===== src/rtl/typed_ops_pkg.sv =====
// typed_ops_pkg: shared FSM state type and width-agnostic sign helpers for the typed divider
package typed_ops_pkg;
  localparam int MAX_W = 128;
  typedef enum logic [2:0] {IDLE, PREP, ITER, FIX, DONE} div_state_e;
  function automatic logic [MAX_W-1:0] neg_wrap(input logic [MAX_W-1:0] value);
    return ~value + MAX_W'(1);
  endfunction
  // Callers sign-extend signed operands to MAX_W so the top bit is the sign.
  function automatic logic [MAX_W-1:0] abs_val(input logic [MAX_W-1:0] value, input logic is_signed);
    return (is_signed && value[MAX_W-1]) ? neg_wrap(value) : value;
  endfunction
endpackage


===== src/rtl/typed_div_step.sv =====
// typed_div_step: one combinational restoring shift-subtract step
module typed_div_step #(
  parameter int WIDTH = 32
) (
  input  logic [WIDTH:0]   rem_in,
  input  logic             quot_bit_in,
  input  logic [WIDTH-1:0] divisor,
  output logic [WIDTH:0]   rem_out,
  output logic             q_bit
);
  logic [WIDTH+1:0] shifted, diff;
  always_comb begin
    shifted = {rem_in, quot_bit_in};
    diff    = shifted - {2'b00, divisor};
    q_bit   = ~diff[WIDTH+1];
    rem_out = q_bit ? diff[WIDTH:0] : shifted[WIDTH:0];
  end
endmodule


===== src/rtl/typed_div_seq.sv =====
// typed_div_seq: iterative radix-2 signed/unsigned divider with valid/ready handshakes
// TYPED_DIV_OVF_FLAG_EN adds out_ovf flagging signed MIN / -1.
module typed_div_seq
  import typed_ops_pkg::*;
#(
  parameter int WIDTH = 32,
  localparam int CNT_W = $clog2(WIDTH + 1)
) (
  input  logic             clk,
  input  logic             rst,
  input  logic             in_valid,
  output logic             in_ready,
  input  logic             in_signed,
  input  logic [WIDTH-1:0] in_dividend,
  input  logic [WIDTH-1:0] in_divisor,
  output logic             out_valid,
  input  logic             out_ready,
  output logic [WIDTH-1:0] out_quot,
  output logic [WIDTH-1:0] out_rem,
`ifdef TYPED_DIV_OVF_FLAG_EN
  output logic             out_dbz,
  output logic             out_ovf
`else
  output logic             out_dbz
`endif
);
  div_state_e state_q, state_d;
  logic [CNT_W-1:0] cnt_q, cnt_d;
  logic [WIDTH-1:0] a_q, a_d, b_q, b_d, quo_q, quo_d, out_quot_q, out_quot_d, out_rem_q, out_rem_d;
  logic [WIDTH:0] rem_q, rem_d, step_rem;
  logic sgn_q, sgn_d, nq_q, nq_d, nr_q, nr_d, dbz_q, dbz_d, out_dbz_q, out_dbz_d, step_bit;

  typed_div_step #(.WIDTH(WIDTH)) u_step (
    .rem_in(rem_q), .quot_bit_in(quo_q[WIDTH-1]), .divisor(b_q),
    .rem_out(step_rem), .q_bit(step_bit)
  );

  always_ff @(posedge clk or posedge rst)
    if (rst) state_q <= IDLE;
    else     state_q <= state_d;

  always_comb begin
    state_d = state_q;
    unique case (state_q)
      IDLE:    state_d = in_valid ? PREP : IDLE;
      PREP:    state_d = (b_q == '0) ? FIX : ITER;
      ITER:    state_d = (cnt_q == '0) ? FIX : ITER;
      FIX:     state_d = DONE;
      DONE:    state_d = out_ready ? IDLE : DONE;
      default: state_d = IDLE;
    endcase
  end

  always_comb begin
    in_ready  = state_q == IDLE;
    out_valid = state_q == DONE;
  end

  always_comb begin
    a_d = a_q;
    b_d = b_q;
    sgn_d = sgn_q;
    quo_d = quo_q;
    rem_d = rem_q;
    cnt_d = cnt_q;
    nq_d = nq_q;
    nr_d = nr_q;
    dbz_d = dbz_q;
    out_quot_d = out_quot_q;
    out_rem_d = out_rem_q;
    out_dbz_d = out_dbz_q;
    if (state_q == IDLE && in_valid) begin
      a_d = in_dividend;
      b_d = in_divisor;
      sgn_d = in_signed;
    end
    // quo_q first holds the dividend magnitude, shifted out as quotient bits shift in
    if (state_q == PREP) begin
      quo_d = WIDTH'(abs_val(sgn_q ? MAX_W'($signed(a_q)) : MAX_W'(a_q), sgn_q));
      b_d = WIDTH'(abs_val(sgn_q ? MAX_W'($signed(b_q)) : MAX_W'(b_q), sgn_q));
      rem_d = '0;
      cnt_d = CNT_W'(WIDTH - 1);
      nq_d = sgn_q & (a_q[WIDTH-1] ^ b_q[WIDTH-1]);
      nr_d = sgn_q & a_q[WIDTH-1];
      dbz_d = b_q == '0;
    end
    if (state_q == ITER) begin
      rem_d = step_rem;
      quo_d = {quo_q[WIDTH-2:0], step_bit};
      cnt_d = (cnt_q == '0) ? cnt_q : cnt_q - CNT_W'(1);
    end
    if (state_q == FIX) begin
      out_quot_d = dbz_q ? '1 : nq_q ? WIDTH'(neg_wrap(MAX_W'(quo_q))) : quo_q;
      out_rem_d = dbz_q ? a_q : nr_q ? WIDTH'(neg_wrap(MAX_W'(rem_q[WIDTH-1:0]))) : rem_q[WIDTH-1:0];
      out_dbz_d = dbz_q;
    end
  end

  always_ff @(posedge clk or posedge rst)
    if (rst) begin
      cnt_q <= '0;
      a_q <= '0;
      b_q <= '0;
      quo_q <= '0;
      rem_q <= '0;
      sgn_q <= 1'b0;
      nq_q <= 1'b0;
      nr_q <= 1'b0;
      dbz_q <= 1'b0;
      out_quot_q <= '0;
      out_rem_q <= '0;
      out_dbz_q <= 1'b0;
    end else begin
      cnt_q <= cnt_d;
      a_q <= a_d;
      b_q <= b_d;
      quo_q <= quo_d;
      rem_q <= rem_d;
      sgn_q <= sgn_d;
      nq_q <= nq_d;
      nr_q <= nr_d;
      dbz_q <= dbz_d;
      out_quot_q <= out_quot_d;
      out_rem_q <= out_rem_d;
      out_dbz_q <= out_dbz_d;
    end

  assign out_quot = out_quot_q;
  assign out_rem = out_rem_q;
  assign out_dbz = out_dbz_q;

`ifdef TYPED_DIV_OVF_FLAG_EN
  logic ovf_q, ovf_d, out_ovf_q, out_ovf_d;
  always_comb begin
    ovf_d = (state_q == PREP) ? (sgn_q && a_q == {1'b1, {(WIDTH-1){1'b0}}} && &b_q) : ovf_q;
    out_ovf_d = (state_q == FIX) ? ovf_q : out_ovf_q;
  end
  always_ff @(posedge clk or posedge rst)
    if (rst) begin
      ovf_q <= 1'b0;
      out_ovf_q <= 1'b0;
    end else begin
      ovf_q <= ovf_d;
      out_ovf_q <= out_ovf_d;
    end
  assign out_ovf = out_ovf_q;
`endif
endmodule


===== config.mk =====
export PLATFORM = sky130hd
export DESIGN_NAME = typed_div_seq
export DESIGN_NICKNAME = d
export VERILOG_FILES = /design/src/rtl/typed_ops_pkg.sv /design/src/rtl/typed_div_step.sv /design/src/rtl/typed_div_seq.sv
export SDC_FILE = /design/constraint.sdc
export NUM_CORES = 1
export LEC_CHECK = 0
export ABC_AREA = 1
export CORE_UTILIZATION = 61
export DETAILED_ROUTE_END_ITERATION = 8
export PLACE_DENSITY = 0.84
export SYNTH_ARGS = -nofsm -noshare
export SYNTH_HDL_FRONTEND = slang
export SYNTH_SLANG_ARGS = --single-unit

===== constraint.sdc =====
create_clock -name clk -period 19.95 [get_ports clk]
set_clock_uncertainty 0.15 [all_clocks]
set_input_delay 5.985 -clock clk [delete_from_list [all_inputs] [get_ports clk]]
set_output_delay 5.985 -clock clk [all_outputs]
set_load 0.02 [all_outputs]

==> results.md, run 1 <==
- Global-route wire length before repair: 76.40 mm
- Htree depth: 1
- Root Driver: clkbuf_16
- Top-count cell post-synth: nand2_1
- Status: finished, final reports clean
- Ys Warns: 0
- Synth Net Count: 2,379
- Type of origin of the critical path: register
- Hold Fails Final Rpt: 0
- Initial Utilization: 0.6241
- Peak VDD IR: 0.1642 mV
- Layout Utilization: 0.7181
- Post-synth EDFFs: 0
- Clk buf depth: 3
- Final GP Congestion: 0.9772
- Slowest CP cell: clkdlybuf4s50_1
- Die area: 0.02559 mm2
- Clock buffer count from CTS: 24
- RSZ-0062 raised after global routing: no
- R2R Path Start: state_q[1]$_DFF_PP0_
- Final setup fails: 0
- GR Util All Layers: 0.3754
- CP endpoint kind: primary output
- CTS sink cnt: 207
- Worst Path Max Fanout: 6
- Vias in the first global route: 14,660
- CTS tree: done
- Avg Synthesized Cell Area: 6.700 um2
- Reg2Reg Depth: 8
- Area Overhead vs Synth: 15.06%
- Cell Chain, Critical Path: nor3b_1, clkdlybuf4s50_1
- Via count: 15,720
- Slowest stage delay, CP: 640 ps
- Worst slew pin tran: 1100 ps
- DR vias/cell: 5.817
- Largest net degree at the start of global routing: 130
- Routed WL: 47.84 mm
- Fmax: 123.5 MHz
- Mapped Area: 0.01522 mm2
- Cell taking the most area after synthesis: dfrtp_1
- ANT cells: 0
- Crit path kind: reg2out
- Ranking of synthesized cells by area: dfrtp_1 (34%), nand2_1 (17%), nand3_1 (7.3%), inv_1 (7.2%), nor2_1 (4.7%)
- Req. time, crit path: 13,820 ps
- Arrival time at the worst endpoint: 1960 ps
- Critical Path Start: state_q[2]$_DFF_PP0_
- Post-DRT Antenna Nets: 0
- Hpwl dp: 35.60 mm
- Final #Nets: 2,469
- Syn Inst Count: 2,272
- Pwr Density: 190.8 mW/mm2
- Top FF cell, synth: dfrtp_1
- Pleak: 8.739 nW
- CORE AREA: 0.02439 mm2
- Initial antenna violation count: 0
- Critical path endpoint: out_valid
- I/O Buffers: 135
- Die H: 160.0 um
- HP Start: out_rem[17]$_DFFE_PP0N_
- Rows: 57
- Cts-stage hold buffer count: 0
- DRC viols: 0
- # Post-CTS Setup Buffers: 0
- Routed len/inst: 17.70 um
- Synthesized flop and latch total: 207
- Slew Limit Fails: 0
- Skew-Pair Late Insertion Delay: 550 ps
- Total grt overflow: 0
- Slew headroom: 0.2666
- DR iter-0 viols: 1,789
- Reg-to-reg slack, setup: 16,500 ps
- IO Count: 136
- Hold Path Class: reg2reg
- Library cells used by synthesis: 50
- Reg clk slew, reported paths: 60 ps
- Sequential fraction of the synthesis area: 0.3403
- Final TNS setup: 0 ps
- Tmin final: 8097 ps
- First-pass DRT Iterations: 6
- Async S/R FF share, synth: 1.000
- Top cell type's share of synthesized area: 0.3403
- Die width: 160.0 um
- Endpoint of the lowest-slack register-to-register path: quo_q[2]$_DFFE_PP0N_
- Commonest cells in the netlist: nand2_1 (671), inv_1 (293), nand3_1 (222)
- Maxcap violations: 0
- Post-CTS sizing: 0
- Share of cells above drive strength 1: 0.07524
- Final worst-path cycle share: 0.4059
==> routing by layer <==
| metal | vias to the layer above | routed length [um] | global-route usage |
|---|---|---|---|
| met1 | 7307 | 20820 | 0.5345 |
| met5 | - | 0 | 0 |
| met4 | 0 | 1880 | 0.1390 |
| met2 | 769 | 21180 | 0.5907 |
| li1 | 7514 | - | - |
| met3 | 134 | 3960 | 0.04208 |
==> layout make-up <==
class                   count  area (um2)
well taps                 324       405.4
inverters                 324        1224
fillers                  2097        6877
clock inverters            14       191.4
multi-input cells        1660        8448
clock buffers              29       639.4
repair buffers            145        1426
flip-flops and latches    207        5180
==> power by group <==
part           total, mW  switching (mW)  leakage, nW  internal [mW]
Combinational       2.07            1.38         5.72          0.692
Clock              0.466           0.185        0.409          0.281
Sequential         0.801           0.199         2.61          0.602
Total               3.34            1.77         8.74           1.57
==> flip-flops by register name, indices dropped and copies added, names as in the netlist, 3 cells and up <==
register / count
b_q: 32
state_q: 3
a_q: 32
quo_q: 32
out_quot: 32
rem_q: 33
out_rem: 32
cnt_q: 6
==> logic make-up (layout without fill, tap and decap cells) <==
group,count (synthesis),in the layout,share of synthesized area
DFF,207,207,0.3403
adders and majority gates,38,38,0.03173
and+or+nand+nor,1254,1254,0.3720
xor gates and xnor gates,56,56,0.03222
buffers and inverters,405,512,0.1060
AOI/OAI and AO/OA,312,312,0.1178
==> worst min-delay path by stage <==
| stage | endpoint | slack (ps) | cells past startpoint |
|---|---|---|---|
| finish | out_rem[17]$_DFFE_PP0N_ | 330 | 2 |
| global route | out_rem[26]$_DFFE_PP0N_ | 350 | 2 |
| CTS | out_rem[22]$_DFFE_PP0N_ | 330 | 2 |
| detailed placement | out_rem[28]$_DFFE_PP0N_ | 310 | 2 |
| global placement | out_rem[24]$_DFFE_PP0N_ | 310 | 2 |
| floorplan | b_q[27]$_DFFE_PP0P_ | 300 | 2 |
==> metrics by stage <==
stage / worst slack, ps / std cells / power (mW) / hold WS [ps] / instance area [um2]
6_report: 11850 / 2703 / 3.341 / 329.9 / 17510
5_1_grt: 11790 / 2703 / 3.600 / 352.2 / 17510
4_1_cts: 11840 / 2703 / 3.297 / 332.7 / 17510
3_5_place_dp: 11500 / 2660 / 2.815 / 314.2 / 16680
3_3_place_gp: 11550 / 2660 / 2.755 / 313.8 / 16680
2_1_floorplan: 8163 / 2272 / 2.260 / 298.8 / 15220
==> worst max-delay path, delay by kind of cell, from the launching register on <==
family / cells / cell delay, ps
AND/OR/NAND/NOR: 1 / 260
buffers and inverters: 1 / 640
flip-flops: 1 / 550
==> placed cells by master, fill, tap and decap left out, drive strengths merged, types with 37 or more instances in the layout <==
cell and n:
dfrtp 207, ha 37, nor2 210, nor3 38
o21ai 143, clkdlybuf4s50 135, inv 322, a21oi 74
xor2 40, nand3 257, nand2 690
(Power assumes the default switching activity.)
==> run 2: changes to the inputs <==
CORE_UTILIZATION = 54   (was 61)
PLACE_DENSITY = 0.78   (was 0.84)
clock period = 7 ns   (was 19.95 ns; I/O delays follow)
==> results.md, run 2 (synthesized netlist as in run 1, its figures left out) <==
- Status: finished, final reports clean (unchanged)
- Post-CTS sizing: 0 (unchanged)
- Hold Path Class: reg2reg (unchanged)
- CTS sink cnt: 207 (unchanged)
- Pwr Density: 534.0 mW/mm2 (was 190.8 mW/mm2)
- Final GP Congestion: 0.9656 (was 0.9772)
- Biggest register: rem_q (unchanged)
- Slew headroom: 0.3092 (was 0.2666)
- GR Util All Layers: 0.3289 (was 0.3754)
- Initial Utilization: 0.5479 (was 0.6241)
- Worst slew pin tran: 1036 ps (was 1100 ps)
- Clk buf depth: 3 (unchanged)
- Final setup fails: 0 (unchanged)
- Fmax: 237.8 MHz
- Worst Hold End: out_rem[26]$_DFFE_PP0N_ (was out_rem[17]$_DFFE_PP0N_)
- Hold Fails Final Rpt: 0 (unchanged)
- Cell Chain, Critical Path: nor3_1, clkdlybuf4s50_1 (was nor3b_1, clkdlybuf4s50_1)
- Hold depth: 2 (unchanged)
- IO Count: 136 (unchanged)
- Initial antenna violation count: 0 (unchanged)
- Slowest CP cell: clkdlybuf4s50_1 (unchanged)
- Vias in the first global route: 14,500 (was 14,660)
- Post-DRT Antenna Nets: 0 (unchanged)
- Tmin final: 4205 ps
- P_sw: 4.913 mW (was 1.766 mW)
- First-pass DRT Iterations: 8 (was 6)
- Maxcap violations: 0 (unchanged)
- # Post-CTS Setup Buffers: 0 (unchanged)
- Type of origin of the critical path: register (unchanged)
- Reg clk slew, reported paths: 60 ps (about the same)
- Reg-to-reg slack, setup: 3510 ps (was 16,500 ps)
- Root Driver: clkbuf_16 (unchanged)
- R2R Path Start: state_q[2]$_DFF_PP0_ (was state_q[1]$_DFF_PP0_)
- I/O Buffers: 135 (unchanged)
- Total power: 9.387 mW (was 3.341 mW)
- Via count: 15,520 (was 15,720)
- CP endpoint kind: primary output (unchanged)
- Area Overhead vs Synth: 15.49% (was 15.06%)
- Skew-Pair Late Insertion Delay: 530 ps (was 550 ps)
- Largest net degree at the start of global routing: 114 (was 130)
- # fillers: 2,565 (was 2,097)
- Clock network fraction of design power: 0.138 (was 0.140)
- Reg2Reg Depth: 7 (was 8)
- Cts-stage hold buffer count: 0 (unchanged)
- DR iter-0 viols: 1,437 (was 1,789)
- Routed WL: 46.78 mm (was 47.84 mm)
- Worst Path Max Fanout: 6 (unchanged)
- Req. time, crit path: 4750 ps (was 13,820 ps)
- Peak VDD IR: 0.5987 mV (was 0.1642 mV)
- Sw Ratio: 0.5233 (was 0.5286)
- Htree depth: 1 (unchanged)
- DR vias/cell: 5.631 (was 5.817)
- CTS tree: done (unchanged)
- Crit path kind: reg2out (unchanged)
- Die area: 0.02886 mm2 (was 0.02559 mm2)
- HP Start: out_rem[26]$_DFFE_PP0N_ (was out_rem[17]$_DFFE_PP0N_)
- Hpwl dp: 35.60 mm (about the same)
- Endpoint of the lowest-slack register-to-register path: quo_q[7]$_DFFE_PP0N_ (was quo_q[2]$_DFFE_PP0N_)
- Final #Nets: 2,469 (unchanged)
- Multi-input logic area: 0.008448 mm2 (unchanged)
- Clock buffer count from CTS: 24 (unchanged)
- Share of cells above drive strength 1: 0.07485 (was 0.07524)
- Die H: 169.9 um (was 160.0 um)
- Gate power share: 0.619 (was 0.621)
- Most frequent cells in the layout: nand2_1 (671), inv_1 (292), nand3_1 (222) (unchanged)
- Final TNS setup: 0 ps (unchanged)
- Die width: 169.9 um (was 160.0 um)
- Slowest stage delay, CP: 660 ps (was 640 ps)
- Most common cell after layout, fill and taps aside: nand2_1 (unchanged)
- Slew Limit Fails: 0 (unchanged)
- Final worst-path cycle share: 0.6007
- Rows: 61 (was 57)
- CORE AREA: 0.02778 mm2 (was 0.02439 mm2)
- Pleak: 8.733 nW (was 8.739 nW)
- Global-route wire length before repair: 75.09 mm (was 76.40 mm)
- Reg area: 0.005180 mm2 (unchanged)
- Max reg flops: 33 (unchanged)
- Seq pwr share: 0.243 (was 0.240)
- Total grt overflow: 0 (unchanged)
- Arrival time at the worst endpoint: 1960 ps (about the same)
- Int Power: 4.474 mW (was 1.575 mW)
- Routed len/inst: 16.97 um (was 17.70 um)
- ANT cells: 0 (unchanged)
- RSZ-0062 raised after global routing: no (unchanged)
- DRC viols: 0 (unchanged)
run 2: cell types whose count changed in the layout (fill, tap and decap cells not counted):
cell / delta
clkinv_2: -1
buf_12: +1
clkinv_4: -1
buf_4: -1
bufinv_16: -1
clkbuf_8: +3
clkinvlp_4: +1
inv_8: -1
inv_6: -1
run 2: power by group through the flow:
| stage | registers [mW] | logic, mW | clock network (mW) |
|---|---|---|---|
| after floorplan | 2.29 | 4.15 | 0 |
| after detailed placement | 2.28 | 5.72 | 0 |
| final | 2.28 | 5.81 | 1.30 |
| after global routing | 2.34 | 6.51 | 1.35 |
| after global placement | 2.26 | 5.60 | 0 |
| after CTS | 2.26 | 5.75 | 1.31 |
run 2: area by class of cell:
cell class / instances / share of cell area
Multi-Input combinational cell: 1660 / 0.4806
Sequential cell: 207 / 0.2947
Timing Repair Buffer: 145 / 0.08185
Inverter: 324 / 0.06939
Clock buffer: 32 / 0.03872
Tap cell: 378 / 0.02690
Clock inverter: 10 / 0.007900
run 2: stage by stage:
stage | std cells | utilization | setup WS (ps) | hold WS [ps] | cell area [um2]
after floorplan | 2272 | - | 2064 | 298.8 | 15230
after global placement | 2714 | 0.6033 | 2986 | 316.2 | 16760
after detailed placement | 2714 | 0.6033 | 2941 | 319.2 | 16760
after CTS | 2756 | 0.6328 | 2770 | 337.3 | 17580
after global routing | 2756 | 0.6328 | 2714 | 348.3 | 17580
final | 2756 | 0.6328 | 2795 | 331.5 | 17580
run 2: worst max path at each step:
| stage | start | cells after the start | end | slack, ps |
|---|---|---|---|---|
| after floorplan | rst | 1 | a_q[0]$_DFFE_PP0P_ | 2060 |
| after detailed placement | in_valid | 7 | b_q[13]$_DFFE_PP0P_ | 2940 |
| after CTS | state_q[2]$_DFF_PP0_ | 2 | in_ready | 2770 |
| final | state_q[2]$_DFF_PP0_ | 2 | in_ready | 2790 |
| after global placement | in_valid | 7 | b_q[13]$_DFFE_PP0P_ | 2990 |
| after global routing | state_q[2]$_DFF_PP0_ | 2 | in_ready | 2710 |
run 2: routing by layer:
metal	share of wire	GRT usage	up-vias
li1	-	-	7513
met1	0.44	0.4566	7267
met2	0.44	0.5130	633
met3	0.080	0.05000	107
met4	0.040	0.1344	0
met5	0	0	-
run 2: worst max-delay path, delay by kind of cell, from the launching register on:
| family | cells | cell delay (ps) |
|---|---|---|
| buf+inv | 1 | 660 |
| simple gates | 1 | 280 |
| flops | 1 | 490 |
